===== config.mk =====
export PLATFORM = sky130hd
export DESIGN_NAME = exc_ctrl_flat
export DESIGN_NICKNAME = d
export VERILOG_FILES = /design/src/rtl/exc_pkg.sv /design/src/rtl/exc_ctrl_if.sv /design/src/rtl/irq_sync.sv /design/src/rtl/exc_ctrl.sv /design/src/flat_wrapper.sv
export SDC_FILE = /design/constraint.sdc
export NUM_CORES = 1
export LEC_CHECK = 0
export CORE_UTILIZATION = 29
export DETAILED_ROUTE_END_ITERATION = 12
export PLACE_DENSITY = 0.64
export SETUP_SLACK_MARGIN = 0.05
export SLEW_MARGIN = 0
export SYNTH_ARGS = -nofsm -noshare
export SYNTH_HDL_FRONTEND = slang
export SYNTH_SLANG_ARGS = --single-unit
export TNS_END_PERCENT = 5

===== constraint.sdc =====
create_clock -name clk -period 3.16 [get_ports clk]
set_clock_uncertainty 0.15 [all_clocks]
set_input_delay 0.632 -clock clk [delete_from_list [all_inputs] [get_ports clk]]
set_output_delay 0.632 -clock clk [all_outputs]
set_load 0.01 [all_outputs]

===== src/rtl/exc_pkg.sv =====
// Shared types and constants for the LEGv8 exception/interrupt controller.
// The priority decision lives here so it can be reused by any datapath variant.
package exc_pkg;

    typedef enum logic [0:0] {
        IDLE    = 1'b0,
        HANDLER = 1'b1
    } state_t;

    localparam logic [3:0] ESR_UNDEF   = 4'b0001;
    localparam logic [3:0] ESR_IRQ     = 4'b0010;
    localparam logic [3:0] ESR_BADERET = 4'b0011;
    localparam logic [3:0] ESR_DFAULT  = 4'b1111;

    localparam logic [1:0] PCSEL_SEQ = 2'b00;
    localparam logic [1:0] PCSEL_VEC = 2'b01;
    localparam logic [1:0] PCSEL_ELR = 2'b10;

    localparam logic [1:0] SYSREG_ELR   = 2'b00;
    localparam logic [1:0] SYSREG_ESR   = 2'b01;
    localparam logic [1:0] SYSREG_STATE = 2'b10;
    localparam logic [1:0] SYSREG_ZERO  = 2'b11;

    typedef struct packed {
        logic       take;
        logic       ret;
        logic       irq_take;
        logic       hold_elr;
        logic [3:0] cause;
    } exc_dec_t;

    // Priority: undefined opcode, then ERET, then a pending IRQ (only outside the handler).
    function automatic exc_dec_t decide(input state_t st, input logic nai,
                                        input logic eret, input logic pend);
        exc_dec_t d;
        d = '0;
        if (nai) begin
            d.take = 1'b1;
            if (st == HANDLER) begin
                d.cause    = ESR_DFAULT;
                d.hold_elr = 1'b1;
            end else begin
                d.cause = ESR_UNDEF;
            end
        end else if (eret) begin
            if (st == HANDLER) begin
                d.ret = 1'b1;
            end else begin
                d.take  = 1'b1;
                d.cause = ESR_BADERET;
            end
        end else if (pend && (st == IDLE)) begin
            d.take     = 1'b1;
            d.irq_take = 1'b1;
            d.cause    = ESR_IRQ;
        end else begin
            d = '0;
        end
        return d;
    endfunction

endpackage


===== src/rtl/exc_ctrl_if.sv =====
// Datapath-side bundle of the exception controller: decoder flags and PC in,
// PC steering, squash and system-register view out.
interface exc_ctrl_if #(
    parameter int N = 64
);
    logic [N-1:0] PC_i;
    logic         NotAnInstr;
    logic         ERet;
    logic         ExtIRQ;
    logic [1:0]   SysRegSel;
    logic [1:0]   PCSel;
    logic         ExcTaken;
    logic [N-1:0] ExcVector;
    logic [N-1:0] ELR;
    logic [3:0]   ESR;
    logic         ExcAck;
    logic [N-1:0] SysRegData;

    modport master (
        output PC_i, NotAnInstr, ERet, ExtIRQ, SysRegSel,
        input  PCSel, ExcTaken, ExcVector, ELR, ESR, ExcAck, SysRegData
    );

    modport slave (
        input  PC_i, NotAnInstr, ERet, ExtIRQ, SysRegSel,
        output PCSel, ExcTaken, ExcVector, ELR, ESR, ExcAck, SysRegData
    );
endinterface


===== src/rtl/irq_sync.sv =====
// Two-flop synchronizer for the external interrupt line with a rising-edge
// detect on the synchronized level.
module irq_sync (
    input  logic clk,
    input  logic reset,
    input  logic i_async,
    output logic o_rise
);
    logic r_s1;
    logic r_s2;
    logic r_s2_d;

    // Synchronizer chain plus one delay stage for edge detection.
    always_ff @(posedge clk or posedge reset) begin
        if (reset) begin
            r_s1   <= 1'b0;
            r_s2   <= 1'b0;
            r_s2_d <= 1'b0;
        end else begin
            r_s1   <= i_async;
            r_s2   <= r_s1;
            r_s2_d <= r_s2;
        end
    end

    assign o_rise = r_s2 & ~r_s2_d;

endmodule


===== src/rtl/exc_ctrl.sv =====
// Exception/interrupt controller for the single-cycle LEGv8 datapath: decides
// exception entry/return each cycle and holds ELR, ESR and handler state.
module exc_ctrl
    import exc_pkg::*;
#(
    parameter int           N          = 64,
    parameter logic [N-1:0] EXC_VECTOR = 64'hD8
) (
    input  logic      clk,
    input  logic      reset,
    exc_ctrl_if.slave bus
);
    state_t       r_state;
    logic [N-1:0] r_elr;
    logic [3:0]   r_esr;
    logic         r_pending;
    logic         r_ack;
    logic         w_rise;
    exc_dec_t     w_dec;
    logic [1:0]   w_pcsel;
    logic [N-1:0] w_sysreg;

    irq_sync u_irq_sync (
        .clk     (clk),
        .reset   (reset),
        .i_async (bus.ExtIRQ),
        .o_rise  (w_rise)
    );

    // Exception decision; forced idle while reset is held so nothing is squashed.
    always_comb begin
        w_dec = '0;
        if (reset) begin
            w_dec = '0;
        end else begin
            w_dec = decide(r_state, bus.NotAnInstr, bus.ERet, r_pending);
        end
    end

    // Next-PC source select.
    always_comb begin
        w_pcsel = PCSEL_SEQ;
        if (w_dec.take) begin
            w_pcsel = PCSEL_VEC;
        end else if (w_dec.ret) begin
            w_pcsel = PCSEL_ELR;
        end else begin
            w_pcsel = PCSEL_SEQ;
        end
    end

    // MRS read mux, showing register values before this cycle's update.
    always_comb begin
        w_sysreg = '0;
        case (bus.SysRegSel)
            SYSREG_ELR:   w_sysreg = r_elr;
            SYSREG_ESR:   w_sysreg = {{(N-4){1'b0}}, r_esr};
            SYSREG_STATE: w_sysreg = {{(N-1){1'b0}}, (r_state == HANDLER)};
            SYSREG_ZERO:  w_sysreg = '0;
            default:      w_sysreg = '0;
        endcase
    end

    // Handler FSM with ELR/ESR capture, IRQ pending latch and acknowledge pulse.
    always_ff @(posedge clk or posedge reset) begin
        if (reset) begin
            r_state   <= IDLE;
            r_elr     <= '0;
            r_esr     <= 4'b0000;
            r_pending <= 1'b0;
            r_ack     <= 1'b0;
        end else begin
            r_ack <= w_dec.irq_take;
            // A fresh edge arriving as the old request is taken stays pending.
            if (w_rise) begin
                r_pending <= 1'b1;
            end else if (w_dec.irq_take) begin
                r_pending <= 1'b0;
            end else begin
                r_pending <= r_pending;
            end
            if (w_dec.take) begin
                r_state <= HANDLER;
                r_esr   <= w_dec.cause;
                // Double fault keeps the original return address.
                if (!w_dec.hold_elr) begin
                    r_elr <= bus.PC_i;
                end else begin
                    r_elr <= r_elr;
                end
            end else if (w_dec.ret) begin
                r_state <= IDLE;
            end else begin
                r_state <= r_state;
            end
        end
    end

    assign bus.PCSel      = w_pcsel;
    assign bus.ExcTaken   = w_dec.take;
    assign bus.ExcVector  = EXC_VECTOR;
    assign bus.ELR        = r_elr;
    assign bus.ESR        = r_esr;
    assign bus.ExcAck     = r_ack;
    assign bus.SysRegData = w_sysreg;

endmodule

===== src/flat_wrapper.sv =====
// flat-port wrapper written by rule: the top's interface ports become plain ports
module exc_ctrl_flat import exc_pkg::*;
#(
    parameter int           N          = 64,
    parameter logic [N-1:0] EXC_VECTOR = 64'hD8
)
  (clk, reset, bus_PC_i, bus_NotAnInstr, bus_ERet, bus_ExtIRQ, bus_SysRegSel, bus_PCSel, bus_ExcTaken, bus_ExcVector, bus_ELR, bus_ESR, bus_ExcAck, bus_SysRegData);
  exc_ctrl_if #(.N(N)) bus_i ();
  input  logic clk;
  input  logic reset;
  input wire logic [$bits(bus_i.PC_i)-1:0] bus_PC_i;
  input wire logic [$bits(bus_i.NotAnInstr)-1:0] bus_NotAnInstr;
  input wire logic [$bits(bus_i.ERet)-1:0] bus_ERet;
  input wire logic [$bits(bus_i.ExtIRQ)-1:0] bus_ExtIRQ;
  input wire logic [$bits(bus_i.SysRegSel)-1:0] bus_SysRegSel;
  output wire logic [$bits(bus_i.PCSel)-1:0] bus_PCSel;
  output wire logic [$bits(bus_i.ExcTaken)-1:0] bus_ExcTaken;
  output wire logic [$bits(bus_i.ExcVector)-1:0] bus_ExcVector;
  output wire logic [$bits(bus_i.ELR)-1:0] bus_ELR;
  output wire logic [$bits(bus_i.ESR)-1:0] bus_ESR;
  output wire logic [$bits(bus_i.ExcAck)-1:0] bus_ExcAck;
  output wire logic [$bits(bus_i.SysRegData)-1:0] bus_SysRegData;
  assign bus_i.PC_i = bus_PC_i;
  assign bus_i.NotAnInstr = bus_NotAnInstr;
  assign bus_i.ERet = bus_ERet;
  assign bus_i.ExtIRQ = bus_ExtIRQ;
  assign bus_i.SysRegSel = bus_SysRegSel;
  assign bus_PCSel = bus_i.PCSel;
  assign bus_ExcTaken = bus_i.ExcTaken;
  assign bus_ExcVector = bus_i.ExcVector;
  assign bus_ELR = bus_i.ELR;
  assign bus_ESR = bus_i.ESR;
  assign bus_ExcAck = bus_i.ExcAck;
  assign bus_SysRegData = bus_i.SysRegData;
  exc_ctrl #(.N(N), .EXC_VECTOR(EXC_VECTOR)) u_core (.clk(clk), .reset(reset), .bus(bus_i));
endmodule

# Yosys cells after proc, flatten, opt, wreduce, memory -nomap -nowiden

Cells that the tools add are included.

Input bits: 71
Word-level logic and storage cells: 40
Register bits after elaboration: 74
Output and inout bits: 200

Reductions and logical operators: 5
Muxes and demuxes: 20
Equality and inequality tests: 3
Bitwise gates (word level): 4

Operators by type and width:

| operator           | number |
|---|---|
| $pmux 64 s4        | 1 |
| $mux 2             | 7 |
| $mux 1             | 8 |
| $mux 4             | 2 |
| $mux 8             | 1 |
| $mux 5             | 1 |
| $eq 2x2->1 const B | 2 |
| $reduce_bool 2->1  | 2 |
| $not 1->1          | 3 |
| $eq 2x1->1 const B | 1 |
| $logic_not 2->1    | 1 |
| $reduce_and 2->1   | 1 |
| $and 1x1->1        | 1 |
| $logic_and 1x1->1  | 1 |

# Logic depth before layout (Yosys ltp)

Gate-level depths: netlist of run 1.

Depth after elaboration: 8
Mapped depth: 6
Mapped depth without buffers: 3

# By module

Synthesis of run 1 repeated with hierarchy kept, for this count alone.

Cell total of the unflattened synthesis: 317
Area total of the unflattened synthesis: 3960.0 µm²

Modules (own cells, without submodules):

| module   | cells each | sequential area each (µm²) | times used | area each (µm²) |
|---|---|---|---|---|
| exc_ctrl | 312        | 1751.7                     | 1          | 3867.5 |
| irq_sync | 5          | 75.1                       | 1          | 92.6 |

# Worst setup path after synthesis of run 1

OpenSTA, ideal clock, no wires.

Path kind: input to register
Start: in reset
End: reg u_core.r_esr[0], in the netlist u_core.bus.ESR[0]
Setup time: 0.126 ns
Required time: 2.884 ns
Data arrival time: 2.681 ns
Stages on the path: 3
Path slack: 0.203 ns
Buffers on the path: 0
Path through: inv_1 -> and4_1 -> nor2_1

Cells in the longest elaborated chain, start to end: 1

Ends and longest elaborated chain:

| what                 | line               | RTL |
|---|---|---|
| from (decl)          | flat_wrapper.sv:10 | `input logic reset;` |
| $mux 8               | exc_ctrl.sv:33     | `if (reset) begin` |
| to (signal assigned) | exc_ctrl.sv:84     | `r_esr <= w_dec.cause;` |
| to (decl)            | exc_ctrl.sv:15     | `logic [3:0] r_esr;` |

No other way between the ends.
A chain may end at the register's enable or synchronous reset.

# Worst setup path in the final report of run 1

Start: in bus_SysRegSel[1]
End: out bus_SysRegData[11]

Cells in the longest elaborated chain, start to end: 2
Elaborated cells on any way between the ends: 5
Those cells by class: 3 x eq/ne; 1 x mux; 1 x reduce/logical

Ends and longest elaborated chain:

| what                               | line               | RTL |
|---|---|---|
| from (decl)                        | flat_wrapper.sv:15 | `input wire logic [$bits(bus_i.SysRegSel)-1:0] bus_SysRegSel;` |
| $eq 2x2->1 (tied with other cells) | exc_ctrl.sv:55     | `case (bus.SysRegSel)` |
| $pmux 64 s4 *                      | exc_ctrl.sv:55     |  |
| to (decl)                          | flat_wrapper.sv:22 | `output wire logic [$bits(bus_i.SysRegData)-1:0] bus_SysRegData;` |

Mark *: on every way between the ends. The rest lies on a longest branch, timed or not.

==> impl_metrics.json, run 1 <==
{
  "outcome": "completed",
  "critPathBufInv": 3,
  "fmax_mhz": 335,
  "vias": 2818,
  "grt_pass1_vias": 2880,
  "cts_buffers": 9,
  "start_util_pct": 29.7,
  "crit_top_cell": "clkdlybuf4s50_1",
  "cap_viol_max_count": 0,
  "layout.nets": 596,
  "tns_ns": 0,
  "wl_per_cell_um": 13.3,
  "synthFlopType": "dfrtp_1",
  "drtPass1Iterations": 4,
  "p_int_mw": 2.86,
  "worst_slack_ns": 0.171,
  "ys_warn_count": 0,
  "syn-mean-instance-area_um2": 12.4,
  "async_flop_share_pct": 100,
  "period_minus_slack_ns": 2.99,
  "yosys.area.top_type": "dfrtp_1",
  "power_frac_comb_pct": 38.1,
  "synth_area_um2": 3930,
  "drc_errors": 0,
  "cp_cell_sequence": "clkdlybuf4s50_1, nor2_4, buf_12, and2_1, clkdlybuf4s50_1",
  "layout.cells.non_filler": 706,
  "hold_viol": 0,
  "vdd.ir_drop.worst_mv": 0.269,
  "root_buffer": "clkbuf_16",
  "leakagePower_nw": 2.71,
  "cp_slowest_stage_delay_ns": 0.58,
  "hold_path.class": "flop to flop",
  "cp_max_fo": 29,
  "antenna_cells": 0,
  "synth_cells": 316,
  "required_ns": 2.38,
  "worstMarginPinSlew_ns": 0.501,
  "total_power_mw": 3.97,
  "grt_setup_unrepaired": "no",
  "powerDensity_nw_per_um2": 631,
  "synthMuxAreaShare_pct": 23.5,
  "clk_pin_slew_ns": 0.06,
  "synthAdderAreaFrac_pct": 0,
  "grt_pass1_wl_mm": 14.6,
  "rows": 42,
  "cts_sinks": 73,
  "finalWeightedCongestion": 0.746,
  "synth-compound-area-share_pct": 1.69,
  "syn2layout_area_growth_pct": 60.1,
  "vias_per_cell": 3.99,
  "timing.hold.ws_ns": 0.201,
  "route.antenna.remaining_nets": 0,
  "synth_top_family_by_area": "multiplexers",
  "crit_type": "input pin to output pin",
  "tritoncts": "built",
  "netlist_top_cells_area": "dfrtp_1, mux2_4, buf_4",
  "clkPwrFrac_pct": 26.1,
  "port_buffers": 206,
  "coreArea_um2": 13200,
  "fin_crit_sh_pct": 94.6,
  "antenna_found_initial": 0,
  "pre_cts_ws_ns": 0.153,
  "wl_mm": 9.42,
  "post_cts_resized": 0,
  "grt_max_degree": 41,
  "crit_family": "buffers and inverters",
  "synth_seq_cells": 73,
  "startpoint_type": "input pin",
  "postCtsSetupRepairBufs": 0,
  "yosys.area_share.simple_pct": 12.5,
  "grt-ovfl-total": 0,
  "layout-drive-gt1-share_pct": 17.9,
  "setup_viol": 0,
  "endpoint_kind": "output pin",
  "drtIter0Drc": 27,
  "slew_viol_final": 0,
  "synth.yosys.seq_area_share_pct": 46.4,
  "power_frac_seq_pct": 35.8,
  "grt_use_total_pct": 13.4,
  "cts_buffer_depth": 2,
  "yosys.area.top_type_share_pct": 46.4,
  "cts-htree-levels": 3,
  "die_h_um": 118,
  "relSlewSlack_pct": 66.6,
  "swShare_pct": 28.0,
  "cts_hold_buf": 0,
  "insertion_delay_ns": 0.32,
  "critical_path_arrival_ns": 2.21,
  "fp.dieW_um": 118,
  "dieArea_um2": 14000,
  "synth-edff-count": 0,
  "p_sw_mw": 1.11,
  "dp_cells": 690,
  "slowest_stage": "clkdlybuf4s50_1",
  "dp_hpwl_mm": 7.13,
  "synth_xor_area_share_pct": 0,
  "yosysUniqueCellTypes": 26,
  "n_fill_cell": 1196,
  "pin_count": 271
}
-- stage by stage --
step	instance area [µm²]	util (%)
after global routing	6300	47.6
after global placement	5990	45.2
after floorplan	4170	-
final	6300	47.6
after detailed placement	5990	45.2
after CTS	6300	47.6
-- final timing paths --
path / end / slack [ns] / start / cells past startpoint
worst max-delay path: bus_SysRegData[11] / 0.17 / bus_SysRegSel[1] / 5
worst min-delay path: u_core.u_irq_sync.r_s2$_DFF_PP0_ / 0.20 / u_core.u_irq_sync.r_s1$_DFF_PP0_ / 0
worst max register to register: u_core.bus.ELR[7]$_DFFE_PP0P_ / 1.40 / u_core.r_state$_DFFE_PP0P_ / 3
worst min register to register: u_core.u_irq_sync.r_s2$_DFF_PP0_ / 0.20 / u_core.u_irq_sync.r_s1$_DFF_PP0_ / 0
max in group asynchronous: u_core.bus.ELR[48]$_DFFE_PP0P_ / 1.62 / reset / 4
min in group asynchronous: u_core.r_state$_DFFE_PP0P_ / 0.55 / reset / 3
-- cells in the final DEF (no fill, tap or decap) --
cell	synthesis	final
dfrtp_1	73	73
mux2i_1	2	2
clkinv_2	0	2
conb_1	2	64
bufinv_16	0	1
clkdlybuf4s50_1	0	206
clkbuf_8	0	2
a311oi_1	1	1
mux2_4	49	49
nand2b_1	4	4
nor2_1	7	6
nor2_4	0	1
nor3_2	2	1
o41ai_1	1	1
nand2_1	1	1
inv_1	3	2
o21ai_0	3	3
and2_1	60	60
nor3b_1	1	1
clkinvlp_4	0	1
nor3_1	1	1
clkinv_4	0	1
a21oi_1	5	5
nor2b_1	1	1
or2_2	1	1
clkbuf_1	7	1
clkbuf_16	0	9
buf_12	0	4
buf_4	66	7
nor3_4	0	1
nand3b_1	1	1
and4_1	1	1
mux2_2	15	15
o2bb2ai_1	1	1
-- logic make-up after synthesis --
| family | count (synthesis) |
|---|---|
| compound gates | 11 |
| flops | 73 |
| mux | 66 |
| simple gates | 80 |
| buf+inv | 84 |
| other cells | 2 |
-- Yosys cell counts (all sizes together), types with 2 or more instances --
master	n
mux2i	2
nor3	3
buf	74
o21ai	3
nand2b	4
and2	60
conb	2
a21oi	5
dfrtp	73
nor2	7
clkbuf	7
mux2	64
inv	3
-- registers in the layout (all words and copies together) (netlist names) --
| name | cells |
|---|---|
| u_core.bus.ELR | 64 |
| u_core.bus.ESR | 3 |
| u_core.bus.ExcAck | 1 |
| u_core.r_pending | 1 |
| u_core.r_state | 1 |
| u_core.u_irq_sync.r_s1 | 1 |
| u_core.u_irq_sync.r_s2 | 1 |
| u_core.u_irq_sync.r_s2_d | 1 |
-- layout make-up --
type,count,area (µm²),area share [%]
clock buffers,12,256,4.07
clock inverters,4,51.3,0.814
inverters,3,12.5,0.199
multi-input cells,221,1740,27.6
flip-flops and latches,73,1830,29.0
well taps,176,220,3.50
repair buffers,217,2190,34.8
-- metal layers --
| metal | GRT usage [%] | share of wire, % | up-vias |
|---|---|---|---|
| li1 | - | - | 1320 |
| met3 | 4.54 | 8.8 | 6 |
| met4 | 4.03 | 0.73 | 0 |
| met2 | 23.7 | 49 | 174 |
| met5 | 0 | 0 | - |
| met1 | 15.1 | 41 | 1318 |
-- power groups by stage --
stage / clock network [mW] / logic (mW) / registers [mW]
after floorplan: 0 / 0.612 / 1.50
after detailed placement: 0 / 1.52 / 1.43
after global routing: 1.11 / 1.60 / 1.46
after global placement: 0 / 1.51 / 1.43
after CTS: 1.08 / 1.53 / 1.43
final: 1.04 / 1.51 / 1.42
(Power assumes the default switching activity.)
==> run 2, diff against run 1 <==
--- a/config.mk
+++ b/config.mk
@@ -6,11 +6,12 @@
 export NUM_CORES = 1
 export LEC_CHECK = 0
 export CORE_UTILIZATION = 29
+export CTS_CLUSTER_SIZE = 30
 export DETAILED_ROUTE_END_ITERATION = 12
 export PLACE_DENSITY = 0.64
 export SETUP_SLACK_MARGIN = 0.05
+export SKIP_CTS_REPAIR_TIMING = 1
 export SLEW_MARGIN = 0
 export SYNTH_ARGS = -nofsm -noshare
 export SYNTH_HDL_FRONTEND = slang
 export SYNTH_SLANG_ARGS = --single-unit
-export TNS_END_PERCENT = 5
==> results of run 2 <==
Same layout as run 1: the final DEF is identical, and so are final timing and power.
